File: src/rtl/cnn16_io_buffer.sv
// cnn16_io_buffer: host<->INPR/OUTR FIFO pair with Mano-style FGI/FGO flags, interrupt and sticky errors
module cnn16_io_buffer #(
  parameter int DATA_W = 16,
  parameter int DEPTH  = 8
) (
  input  logic                     clk,
  input  logic                     rst,
  input  logic                     in_valid,
  input  logic [DATA_W-1:0]        in_data,
  output logic                     in_ready,
  output logic [DATA_W-1:0]        inpr_data,
  input  logic                     inpr_rd,
  output logic                     fgi,
  input  logic [DATA_W-1:0]        outr_data,
  input  logic                     outr_wr,
  output logic                     fgo,
  output logic                     out_valid,
  output logic [DATA_W-1:0]        out_data,
  input  logic                     out_ready,
  input  logic                     ien_set,
  input  logic                     ien_clr,
  output logic                     irq,
  input  logic                     err_clr,
  output logic                     err_unf,
  output logic                     err_ovf,
  output logic [$clog2(DEPTH):0]   in_count,
  output logic [$clog2(DEPTH):0]   out_count
);
  localparam int PTR_W = $clog2(DEPTH);
  localparam int CNT_W = PTR_W + 1;
  localparam logic [CNT_W-1:0] FULL = CNT_W'(DEPTH);
  logic [DATA_W-1:0] in_mem_q [DEPTH];
  logic [DATA_W-1:0] out_mem_q [DEPTH];
  logic [PTR_W-1:0] in_wr_q, in_wr_d, in_rd_q, in_rd_d, out_wr_q, out_wr_d, out_rd_q, out_rd_d;
  logic [CNT_W-1:0] in_cnt_q, in_cnt_d, out_cnt_q, out_cnt_d;
  logic ien_q, ien_d, irq_q, irq_d, err_unf_q, err_unf_d, err_ovf_q, err_ovf_d;
  logic in_push, in_pop, out_push, out_pop;
  assign in_ready  = !rst && in_cnt_q != FULL;
  assign fgi       = in_cnt_q != '0;
  assign fgo       = out_cnt_q != FULL;
  assign out_valid = out_cnt_q != '0;
  assign inpr_data = fgi ? in_mem_q[in_rd_q] : '0;
  assign out_data  = out_valid ? out_mem_q[out_rd_q] : '0;
  assign in_push   = in_valid & in_ready;
  assign in_pop    = inpr_rd & fgi;
  assign out_push  = outr_wr & fgo;
  assign out_pop   = out_valid & out_ready;
  assign in_count  = in_cnt_q;
  assign out_count = out_cnt_q;
  assign irq       = irq_q;
  assign err_unf   = err_unf_q;
  assign err_ovf   = err_ovf_q;
  always_comb begin
    in_wr_d   = in_push ? in_wr_q + 1'b1 : in_wr_q;
    in_rd_d   = in_pop ? in_rd_q + 1'b1 : in_rd_q;
    out_wr_d  = out_push ? out_wr_q + 1'b1 : out_wr_q;
    out_rd_d  = out_pop ? out_rd_q + 1'b1 : out_rd_q;
    in_cnt_d  = in_cnt_q + CNT_W'(in_push) - CNT_W'(in_pop);
    out_cnt_d = out_cnt_q + CNT_W'(out_push) - CNT_W'(out_pop);
    ien_d     = ien_clr ? 1'b0 : (ien_set | ien_q);
    // irq tracks the flags as they will be after this edge
    irq_d     = ien_d & (in_cnt_d != '0 || out_cnt_d != FULL);
    err_unf_d = (inpr_rd & !fgi) | (err_unf_q & !err_clr);
    err_ovf_d = (outr_wr & !fgo) | (err_ovf_q & !err_clr);
  end
  always_ff @(posedge clk) begin
    if (rst) begin
      in_wr_q   <= '0;
      in_rd_q   <= '0;
      out_wr_q  <= '0;
      out_rd_q  <= '0;
      in_cnt_q  <= '0;
      out_cnt_q <= '0;
      ien_q     <= 1'b0;
      irq_q     <= 1'b0;
      err_unf_q <= 1'b0;
      err_ovf_q <= 1'b0;
    end else begin
      in_wr_q   <= in_wr_d;
      in_rd_q   <= in_rd_d;
      out_wr_q  <= out_wr_d;
      out_rd_q  <= out_rd_d;
      in_cnt_q  <= in_cnt_d;
      out_cnt_q <= out_cnt_d;
      ien_q     <= ien_d;
      irq_q     <= irq_d;
      err_unf_q <= err_unf_d;
      err_ovf_q <= err_ovf_d;
    end
  end
  always_ff @(posedge clk) begin
    if (in_push) in_mem_q[in_wr_q] <= in_data;
    if (out_push && !rst) out_mem_q[out_wr_q] <= outr_data;
  end
endmodule
File: config.mk
export PLATFORM = sky130hd
export DESIGN_NAME = cnn16_io_buffer
export DESIGN_NICKNAME = d
export VERILOG_FILES = /design/src/rtl/cnn16_io_buffer.sv
export SDC_FILE = /design/constraint.sdc
export NUM_CORES = 1
export LEC_CHECK = 0
export CORE_UTILIZATION = 35
export CTS_CLUSTER_SIZE = 30
export DETAILED_ROUTE_END_ITERATION = 10
export PLACE_DENSITY = 0.5
export SLEW_MARGIN = 20
export SYNTH_ARGS = -nofsm -noshare
export SYNTH_HDL_FRONTEND = slang
export SYNTH_SLANG_ARGS = --single-unit
export TNS_END_PERCENT = 30
File: constraint.sdc
create_clock -name clk -period 3.83 [get_ports clk]
set_input_delay 0.383 -clock clk [delete_from_list [all_inputs] [get_ports clk]]
set_output_delay 0.383 -clock clk [all_outputs]
set_load 0.005 [all_outputs]
; After elaboration in Yosys (flattened, before gate mapping)
; Memory sizes are Yosys's and may differ from the RTL's. A register that Yosys moved wholly into a read port is not among the register bits.
; Index checks and enable logic that the tools add are counted.
[word_totals]
input_bits = 41
mem_bits_rw = 256
reg_bits = 24
word_cells = 56
out_inout_bits = 47
mem_count = 2
[mem_list]
columns = name, depth, word_bits, read_ports, rd_ports_with_merged_regs, wr, line
row1 = in_mem_q, 8, 16, 1, 1, 1, 32  ; logic [DATA_W-1:0] in_mem_q [DEPTH];
row2 = out_mem_q, 8, 16, 1, 1, 1, 33  ; logic [DATA_W-1:0] out_mem_q [DEPTH];
[classes]
n_mux = 11
eq_ne = 3
n_addsub = 8
n_bitwise = 12
reduce_logical = 10
[op_table]
columns = op, count
row1 = $mux W16, 2
row2 = $add A3 B1 Y3 const B, 4
row3 = $mux W3, 4
row4 = $ne A4 B4 Y1 const B, 3
row5 = $reduce_bool A4 Y1, 3
row6 = $and A1 B1 Y1, 9
row7 = $add A4 B1 Y4, 2
row8 = $sub A4 B1 Y4, 2
row9 = $mux W1, 5
row10 = $logic_not A1 Y1, 4
row11 = $or A1 B1 Y1, 3
row12 = $logic_and A1 B1 Y1, 2
row13 = $logic_or A1 B1 Y1, 1

; Depth between registers and ports, before layout
; Gate-level depths: netlist of run 1.
[logic_depth]
word_depth = 8
mapped_depth = 16
ltp_nobuf = 14

; Least setup slack after synthesis of run 1
; Ideal clock, no wire load.
[synth_timing]
kind = register to register
from = register in_cnt_q[2] (netlist: in_count[2])
to = memory in_mem_q[0][0], enable pin
setup_slack_ns = 0.923
setup_ns = 0.430
t_arrival_ns = 2.477
t_required_ns = 3.400
path_stages_with_launch = 6
synth_period_minus_slack_ns = 2.907
path_buffers = 0
cell_sequence = dfxtp_1 inv_1 ha_1 or3b_1 nand2_2 nor4_1
[synth_via]
elab_chain_len = 5
[synth_lines]
columns = element, line
row1 = start: declaration, 35  ; logic [CNT_W-1:0] in_cnt_q, in_cnt_d, out_cnt_q, out_cnt_d;
row2 = start signal: assignment, 83  ; in_cnt_q <= in_cnt_d;
row3 = $ne A4 B4 Y1, 38  ; assign in_ready = !rst && in_cnt_q != FULL;
row4 = $logic_and A1 B1 Y1, 38
row5 = $and A1 B1 Y1, 44  ; assign in_push = in_valid & in_ready;
row6 = $mux W1, 92  ; if (in_push) in_mem_q[in_wr_q] <= in_data;
row7 = $mux W1 (implied by the code), 92
row8 = end: declaration, 32
; No other way between the ends.

==> results of run 1 <==
[power by group through the flow]
stage	combinational, mW	sequential (mW)	clock (mW)
5_1_grt	2.63	3.72	2.90
3_3_place_gp	2.43	3.75	0
4_1_cts	2.46	3.70	2.78
3_5_place_dp	2.45	3.77	0
6_report	2.39	3.70	2.70
2_1_floorplan	1.49	3.71	0
[cell usage in the layout, fill, tap and decap left out, drive strengths merged, types with 3 or more instances in the layout]
| cell | count |
|---|---|
| nor2 | 60 |
| nor2b | 7 |
| nand2 | 6 |
| clkdlybuf4s50 | 87 |
| clkbuf | 46 |
| buf | 25 |
| a21oi | 5 |
| nand3 | 8 |
| nand2b | 5 |
| clkinv | 8 |
| ha | 16 |
| dfxtp | 30 |
| mux2i | 34 |
| xor2 | 8 |
| xnor2 | 4 |
| and2 | 3 |
| nor3 | 8 |
| mux4 | 64 |
| edfxtp | 256 |
| inv | 15 |
[routing by layer]
| layer | vias to the layer above | share of wire (%) | GRT usage (%) |
|---|---|---|---|
| li1 | 2475 | - | - |
| met1 | 2726 | 40 | 17.4 |
| met2 | 125 | 53 | 26.3 |
| met3 | 33 | 5.1 | 2.62 |
| met4 | 0 | 2.1 | 4.20 |
| met5 | - | 0 | 0 |
[metrics by stage]
| step | hold WS (ns) | std cells | utilization (%) |
|---|---|---|---|
| after detailed placement | 0.467 | 1056 | 40.1 |
| final | 0.400 | 1111 | 43.0 |
| after floorplan | 0.461 | 569 | - |
| after global routing | 0.384 | 1111 | 43.0 |
| after global placement | 0.457 | 1056 | 40.1 |
| after CTS | 0.377 | 1111 | 43.0 |
[state kept, by name (all words and copies together) (netlist names), named ones only]
| register | flops |
|---|---|
| err_ovf | 1 |
| out_count | 4 |
| err_unf | 1 |
| ien_q | 1 |
| in_wr_q | 3 |
| irq | 1 |
| out_wr_q | 3 |
| out_mem_q | 128 |
| in_rd_q | 3 |
| out_rd_q | 3 |
| in_mem_q | 128 |
| in_count | 4 |
[Yosys cell counts (3+ instances only)]
master	n	share of area, %
nand2_1	5	0.17
buf_2	8	0.36
edfxtp_1	256	69
clkbuf_1	5	0.17
mux4_2	64	13
buf_4	3	0.20
xnor2_1	3	0.23
a21oi_1	5	0.22
nor2_1	60	2.0
mux2i_1	34	3.0
inv_1	13	0.43
nand3_1	8	0.36
nand2b_1	5	0.28
nor2b_1	7	0.39
nor3_1	8	0.36
xor2_1	8	0.62
dfxtp_1	30	5.4
buf_6	9	0.90
ha_1	16	1.8
[final cells by class]
type,instances,share of cell area [%]
inverter,15,0.415
multi-input combinational,241,20.1
tap,402,3.71
sequential,286,61.1
timing repair buffer,112,7.98
clock inverter,9,0.562
clock buffer,46,6.20
[kinds of logic (layout without fill, tap and decap cells)]
kind of cell               after synthesis  count (layout)  synth area share [%]
DFF                                    286             286                  73.9
AOI/OAI and AO/OA                        9               9                 0.479
adders and majority gates               18              18                  2.14
and+or+nand+nor                        104             104                  4.43
muxes                                   98              98                  15.9
buffers and inverters                   42             182                  2.20
xor gates and xnor gates                12              12                  1.00
[worst max-delay path: stages (launching register included)]
cell	delay, ns
dfxtp_2	0.65
buf_12	0.28
mux4_2	0.53
mux2i_1	0.19
nor2_1	0.09
clkdlybuf4s50_1	0.46
[final timing paths]
path	startpoint	endpoint	slack, ns	cells after the start
setup / recovery	register	inpr_data[0]	0.68	5
hold / removal	ien_clr	ien_q	0.40	2
setup reg to reg	out_count[2]	irq	0.88	15
hold reg to reg	err_ovf	err_ovf	0.47	2
==> results.json, run 1 <==
{
  "insertion_delay_ns": 0.55,
  "yosysWarnings": 0,
  "first_pass_iters": 5,
  "portBuffers": 87,
  "ys.flop_type": "edfxtp_1",
  "num-nets-final": 745,
  "power_mw": 8.78,
  "finalCritPeriodShare_pct": 82.4,
  "syn_inst": 569,
  "peakVddDrop_uv": 428,
  "ctsHoldBuffers": 0,
  "clk_path_buf_depth": 3,
  "drc": 0,
  "wirelength_mm": 22.8,
  "fin_crit_ns": 3.15,
  "arrival_ns": 2.77,
  "clock_power_share_pct": 30.7,
  "fin_tns_setup_ns": 0,
  "tritoncts": "built",
  "dpl.hpwl_mm": 13.3,
  "regArea_mm2": 0.00829,
  "drv_slew": 0,
  "p_sw_mw": 2.33,
  "fillers": 2773,
  "cp_max_fo": 20,
  "fin_area_mm2": 0.0136,
  "combPwrFrac_pct": 27.2,
  "synth_edf_count": 256,
  "outcome": "finished, final reports clean",
  "startpoint_type": "register",
  "syn_nets": 628,
  "dpl_cell_area_mm2": 0.0127,
  "internal_power_mw": 6.46,
  "grt_pass1_wl_mm": 35.3,
  "grt.overflow.total": 0,
  "maxCapViolations": 0,
  "fp.coreArea_mm2": 0.0316,
  "die_area_mm2": 0.0328,
  "yosysSeqAreaShare_pct": 73.9,
  "multi_input_area_mm2": 0.00272,
  "grt_util_all_layers_pct": 14.4,
  "ys_ff_latch": 286,
  "start_util_pct": 35.6,
  "gp_congestion": 0.688,
  "cts.sinks": 286,
  "antenna_left": 0,
  "worst_clock_skew_ns": 0.0218,
  "first_global_vias": 5978,
  "leakage_nw": 4.33,
  "max_freq_mhz": 317,
  "critPathCaptureType": "primary output",
  "fp-row-count": 65,
  "io-pin-count": 88,
  "die_x_um": 181,
  "seqPwrFrac_pct": 42.1,
  "power.density_mw_per_mm2": 647,
  "cts_root_buffer": "clkbuf_16",
  "setup_viol": 0,
  "fin_ws_ns": 0.675,
  "slew-limit-headroom_pct": 38.9,
  "hp-class": "primary input to register",
  "worst_slew_pin_slew_ns": 0.916,
  "avgSynthCellArea_um2": 19.7,
  "area_delta_synth_final_pct": 21.0,
  "num_vias": 5359,
  "p_sw_share_pct": 26.5,
  "grt_max_degree": 33,
  "cts_setup_buffers": 0,
  "die_y_um": 181,
  "path_clk_slew_ns": 0.06,
  "required_ns": 3.45,
  "numCtsBuffers": 30,
  "layout-drive-gt1-share_pct": 20.0,
  "synthArstFlopShare_pct": 0,
  "cts_max_level": 1,
  "pre_cts_slack_ns": 0.776,
  "vias_per_cell": 4.82,
  "synth.distinct_cells": 35,
  "antennaDiodeCount": 0,
  "drt_iter0_markers": 355,
  "worstSetupPathType": "register to primary output",
  "cts.repair.resized": 0,
  "antenna_found_initial": 0,
  "synth_area_mm2": 0.0112,
  "hold_viol_final": 0,
  "wl_per_cell_um": 20.5,
  "rsz0062_at_grt": "false"
}
Power figures use the tool's default switching activity.
==> inputs of run 2 (changes only) <==
Clock period 3.83 ns to 3 ns, I/O delays scaled along.
==> run 2 against run 1 <==
Flip-flop and latch count is the same. Clock-buffer cell count down 5. Utilization up 0.16 points.
==> results.json, run 2 (same netlist as run 1, synthesis figures left out) <==
{
  "slew-limit-headroom_pct": 57.6,
  "hold_start": "ien_clr",
  "fp-row-count": 65,
  "reg_top3": "in_mem_q: 128 flops, out_mem_q: 128 flops",
  "cts_setup_buffers": 0,
  "seqPwrFrac_pct": 41.5,
  "portBuffers": 87,
  "antenna_found_initial": 0,
  "die_x_um": 181,
  "die_area_mm2": 0.0328,
  "wirelength_mm": 22.6,
  "fin_util_pct": 43.2,
  "required_ns": 2.70,
  "arrival_ns": 2.50,
  "cts_root_buffer": "clkbuf_16",
  "first_pass_iters": 4,
  "fin_area_mm2": 0.0136,
  "fin_crit_ns": 2.80,
  "hp-class": "primary input to register",
  "drt_iter0_markers": 238,
  "internal_power_mw": 8.29,
  "hold_end": "ien_q",
  "vias_per_cell": 4.84,
  "worstReg2RegEnd": "irq",
  "drv_slew": 0,
  "antenna_left": 0,
  "insertion_delay_ns": 0.54,
  "numCtsBuffers": 31,
  "grt.overflow.total": 0,
  "r2r-start": "out_count[2]",
  "clk_path_buf_depth": 3,
  "worstSetupPathType": "register to primary output",
  "worst_slew_pin_slew_ns": 0.635,
  "maxCapViolations": 0,
  "cpLargestDelayFamily": "multiplexers",
  "cts_max_level": 1,
  "place_inst": 1060,
  "num_vias": 5395,
  "start_util_pct": 35.6,
  "cp_max_fo": 32,
  "setup_viol": 0,
  "combPwrFrac_pct": 27.6,
  "critPathCaptureType": "primary output",
  "startpoint_type": "register",
  "leakage_nw": 4.37,
  "peakVddDrop_uv": 419,
  "grt_util_all_layers_pct": 14.1,
  "clock_power_share_pct": 30.9,
  "critPathBufInv": 2,
  "rrSetupSlack_ns": 0.26,
  "max_freq_mhz": 358,
  "path_clk_slew_ns": 0.06,
  "wl_per_cell_um": 20.3,
  "cts.sinks": 286,
  "area_delta_synth_final_pct": 21.4,
  "path_cells": "buf_12 > mux4_2 > mux2i_1 > nor2_1 > clkdlybuf4s50_1",
  "dpl.hpwl_mm": 13.0,
  "min_path_cells": 2,
  "drc": 0,
  "cp_slowest_cell": "mux4_2",
  "cpPeakStageDelay_ns": 0.54,
  "outcome": "finished, final reports clean",
  "io-pin-count": 88,
  "grt_max_degree": 33,
  "die_y_um": 181,
  "gp_congestion": 0.702,
  "grt_pass1_wl_mm": 34.8,
  "instances_no_fill": 1115,
  "first_global_vias": 5832,
  "ctsHoldBuffers": 0,
  "worst_clock_skew_ns": 0.0152,
  "fp.coreArea_mm2": 0.0316,
  "ff2ff_path_depth": 13,
  "final_common_cell": "edfxtp_1",
  "p_sw_mw": 2.98,
  "power.density_mw_per_mm2": 827,
  "finalCritPeriodShare_pct": 93.2,
  "power_mw": 11.3,
  "num-nets-final": 750,
  "tritoncts": "built",
  "p_sw_share_pct": 26.5,
  "dpl_cell_area_mm2": 0.0127,
  "layout-drive-gt1-share_pct": 21.5,
  "hold_viol_final": 0,
  "final_cell_mix": "edfxtp_1, clkdlybuf4s50_1, mux4_2"
}
-- run 2: cell type report --
type / count / area [um^2]
repair buffers: 116 / 1110
multi-input cells: 241 / 2720
clock buffers: 41 / 843
flip-flops and latches: 286 / 8290
clock inverters: 13 / 88.8
diodes: 1 / 2.50
well taps: 402 / 503
fillers: 2791 / 17900
inverters: 15 / 56.3
-- run 2: how the worst max path moves through the flow --
stage            startpoint             end  cells after the start
2_1_floorplan   in_count[2]  in_mem_q[0][0]                      5
5_1_grt        out_count[2]             irq                     13
3_3_place_gp       in_valid             irq                     12
3_5_place_dp       in_valid             irq                     12
6_report           register   inpr_data[12]                      5
4_1_cts            register   inpr_data[11]                      5
-- run 2: through the flow --
| stage | setup TNS (ns) | setup WS [ns] | hold WS (ns) |
|---|---|---|---|
| floorplan | 0 | 0.0930 | 0.389 |
| CTS | 0 | 0.127 | 0.291 |
| finish | 0 | 0.204 | 0.318 |
| global placement | 0 | 0.155 | 0.455 |
| global route | -0.00728 | -0.00728 | 0.304 |
| detailed placement | 0 | 0.175 | 0.470 |
-- run 2: per-layer routing --
metal,vias to the layer above,track usage (%),part of all wire [%]
met2,102,25.2,51
met4,0,3.29,2.0
met1,2771,17.6,42
met3,38,2.68,4.6
met5,-,0,0
li1,2484,-,-
-- run 2: power by group through the flow --
stage	registers [mW]	clock network [mW]	logic (mW)
finish	4.67	3.48	3.11
CTS	4.68	3.58	3.21
global placement	4.75	0	3.17
floorplan	4.74	0	1.90
global route	4.70	3.74	3.42
detailed placement	4.76	0	3.19
-- run 2: repair_timing --
item                                   4_1_cts  5_1_grt
endpoints found under the hold margin        0        0
setup endpoints to repair                    0        1
gates resized for setup                      0        1
-- run 2: worst reg2reg max path, delay by kind of cell, from the launching register on --
family	cells	cell delay [ns]
compound gates	1	0.23
fa+ha+maj	4	1.11
buf+inv	3	0.21
flops	1	0.31
simple gates	5	0.77
==> inputs of run 3 (changes only) <==
--- a/constraint.sdc
+++ b/constraint.sdc
@@ -3,2 +3,2 @@
 set_output_delay 0.3 -clock clk [all_outputs]
-set_load 0.005 [all_outputs]
+set_load 0.1 [all_outputs]
==> run 3 against run 2 <==
Power increased by 30%. Via count rose by 3.0%. Die area is the same. Clock skew fell by 0.0036 ns. Clock-buffer cell count is 6 lower. Critical path type is now register to register. Largest power group is now combinational cells. Highest routed layer is now met5.
==> results.json, run 3 (same netlist as run 1, synthesis figures left out) <==
{
  "reg_top3": "in_mem_q: 128 flops, out_mem_q: 128 flops",
  "p_sw_mw": 5.76,
  "numCtsBuffers": 31,
  "cpPeakStageDelay_ns": 0.54,
  "gp_congestion": 0.768,
  "tritoncts": "built",
  "arrival_ns": 3.25,
  "io-pin-count": 88,
  "hp-class": "primary input to register",
  "worstSetupPathType": "register to register",
  "start_util_pct": 35.6,
  "outcome": "finished, final reports clean",
  "required_ns": 3.44,
  "die_y_um": 181,
  "portBuffers": 87,
  "insertion_delay_ns": 0.56,
  "fp.coreArea_mm2": 0.0316,
  "cts.repair.resized": 0,
  "fillers": 2774,
  "ff2ff_path_depth": 13,
  "fin_crit_ns": 2.81,
  "min_path_cells": 2,
  "rrSetupSlack_ns": 0.19,
  "wl_per_cell_um": 20.6,
  "critPathCaptureType": "register",
  "antenna_found_initial": 1,
  "path_cells": "inv_1 > ha_1 > or3b_1 > nand2_2 > ha_1 > inv_1 > ha_1 > inv_1 > fa_1 > nand2_1 > nor3_1 > nand3_1 > o31a_1",
  "path_clk_slew_ns": 0.06,
  "p_sw_share_pct": 39.3,
  "first_global_vias": 6081,
  "setup_viol": 0,
  "whs_ns": 0.323,
  "peakVddDrop_uv": 795,
  "place_inst": 1062,
  "num_vias": 5559,
  "final_cell_mix": "edfxtp_1, mux4_2, nor2_1",
  "pre_cts_slack_ns": 0.162,
  "die_x_um": 181,
  "seqPwrFrac_pct": 32.3,
  "slew-limit-headroom_pct": 35.6,
  "fin_ws_ns": 0.185,
  "worst_slew_pin_slew_ns": 0.963,
  "die_area_mm2": 0.0328,
  "instances_no_fill": 1119,
  "area_delta_synth_final_pct": 24.6,
  "num-nets-final": 752,
  "drc": 0,
  "ctsHoldBuffers": 0,
  "worst_clock_skew_ns": 0.0115,
  "cts_root_buffer": "clkbuf_16",
  "antenna_left": 0,
  "clock_power_share_pct": 23.9,
  "layout-drive-gt1-share_pct": 28.2,
  "worstReg2RegEnd": "irq",
  "setup.worst_path.start": "out_count[2]",
  "vias_per_cell": 4.97,
  "max_freq_mhz": 355,
  "grt_pass1_wl_mm": 35.9,
  "grt_util_all_layers_pct": 14.5,
  "grt_max_degree": 33,
  "finalCritPeriodShare_pct": 93.8,
  "cp_max_fo": 3,
  "first_pass_iters": 4,
  "antennaDiodeCount": 0,
  "hold_viol_final": 0,
  "startpoint_type": "register",
  "power_mw": 14.7,
  "regArea_mm2": 0.00831,
  "combPwrFrac_pct": 43.8,
  "maxCapViolations": 0,
  "leakage_nw": 4.57,
  "final_common_cell": "edfxtp_1",
  "clk_path_buf_depth": 3,
  "rsz0062_at_grt": "false",
  "wirelength_mm": 23.0,
  "fin_area_mm2": 0.0140,
  "internal_power_mw": 8.91,
  "cts_max_level": 1,
  "grt.overflow.total": 0,
  "endpoint": "irq",
  "dpl.hpwl_mm": 13.2,
  "fp-row-count": 65,
  "dpl_cell_area_mm2": 0.0130,
  "drt_iter0_markers": 314,
  "drv_slew": 0,
  "cts.sinks": 286,
  "cp_slowest_cell": "fa_1",
  "power.density_mw_per_mm2": 1050,
  "multi_input_area_mm2": 0.00273,
  "cts_setup_buffers": 0,
  "r2r-start": "out_count[2]"
}
run 3: worst max-delay path: cells and delay by family (launching register included):
kind                       cells  cell delay, ns
adders and majority gates      4            1.11
and+or+nand+nor                5            0.79
DFF                            1            0.34
AOI/OAI and AO/OA              1            0.24
buffers and inverters          3            0.22
run 3: per-layer routing:
metal | share of wire (%) | vias up | GRT usage, %
met5 | 0.074 | - | 0
met4 | 2.0 | 2 | 4.17
met3 | 4.3 | 36 | 2.54
met2 | 49 | 115 | 24.0
met1 | 45 | 2917 | 19.6
li1 | - | 2489 | -
run 3: worst min-delay path by stage:
| stage | start | endpoint |
|---|---|---|
| 2_1_floorplan | ien_clr | ien_q |
| 3_3_place_gp | err_ovf | err_ovf |
| 3_5_place_dp | err_ovf | err_ovf |
| 4_1_cts | ien_clr | ien_q |
| 5_1_grt | ien_clr | ien_q |
| 6_report | ien_clr | ien_q |
run 3: power by group through the flow:
| stage | clock network (mW) | logic (mW) | registers, mW |
|---|---|---|---|
| final | 3.51 | 6.43 | 4.73 |
| after floorplan | 0 | 4.15 | 5.10 |
| after CTS | 3.62 | 6.52 | 4.74 |
| after global placement | 0 | 6.47 | 4.80 |
| after global routing | 3.75 | 6.75 | 4.76 |
| after detailed placement | 0 | 6.50 | 4.82 |
run 3: through the flow:
| stage | util, % | TNS (ns) |
|---|---|---|
| floorplan | - | -0.806 |
| global placement | 41.3 | 0 |
| detailed placement | 41.3 | 0 |
| CTS | 44.3 | 0 |
| global route | 44.3 | 0 |
| finish | 44.3 | 0 |
run 3: area by class of cell:
type / count / share of cell area [%]
Sequential cell: 286 / 59.4
Multi-Input combinational cell: 241 / 19.5
Timing Repair Buffer: 118 / 10.3
Clock buffer: 35 / 5.66
Tap cell: 402 / 3.60
Clock inverter: 22 / 1.10
Inverter: 15 / 0.421
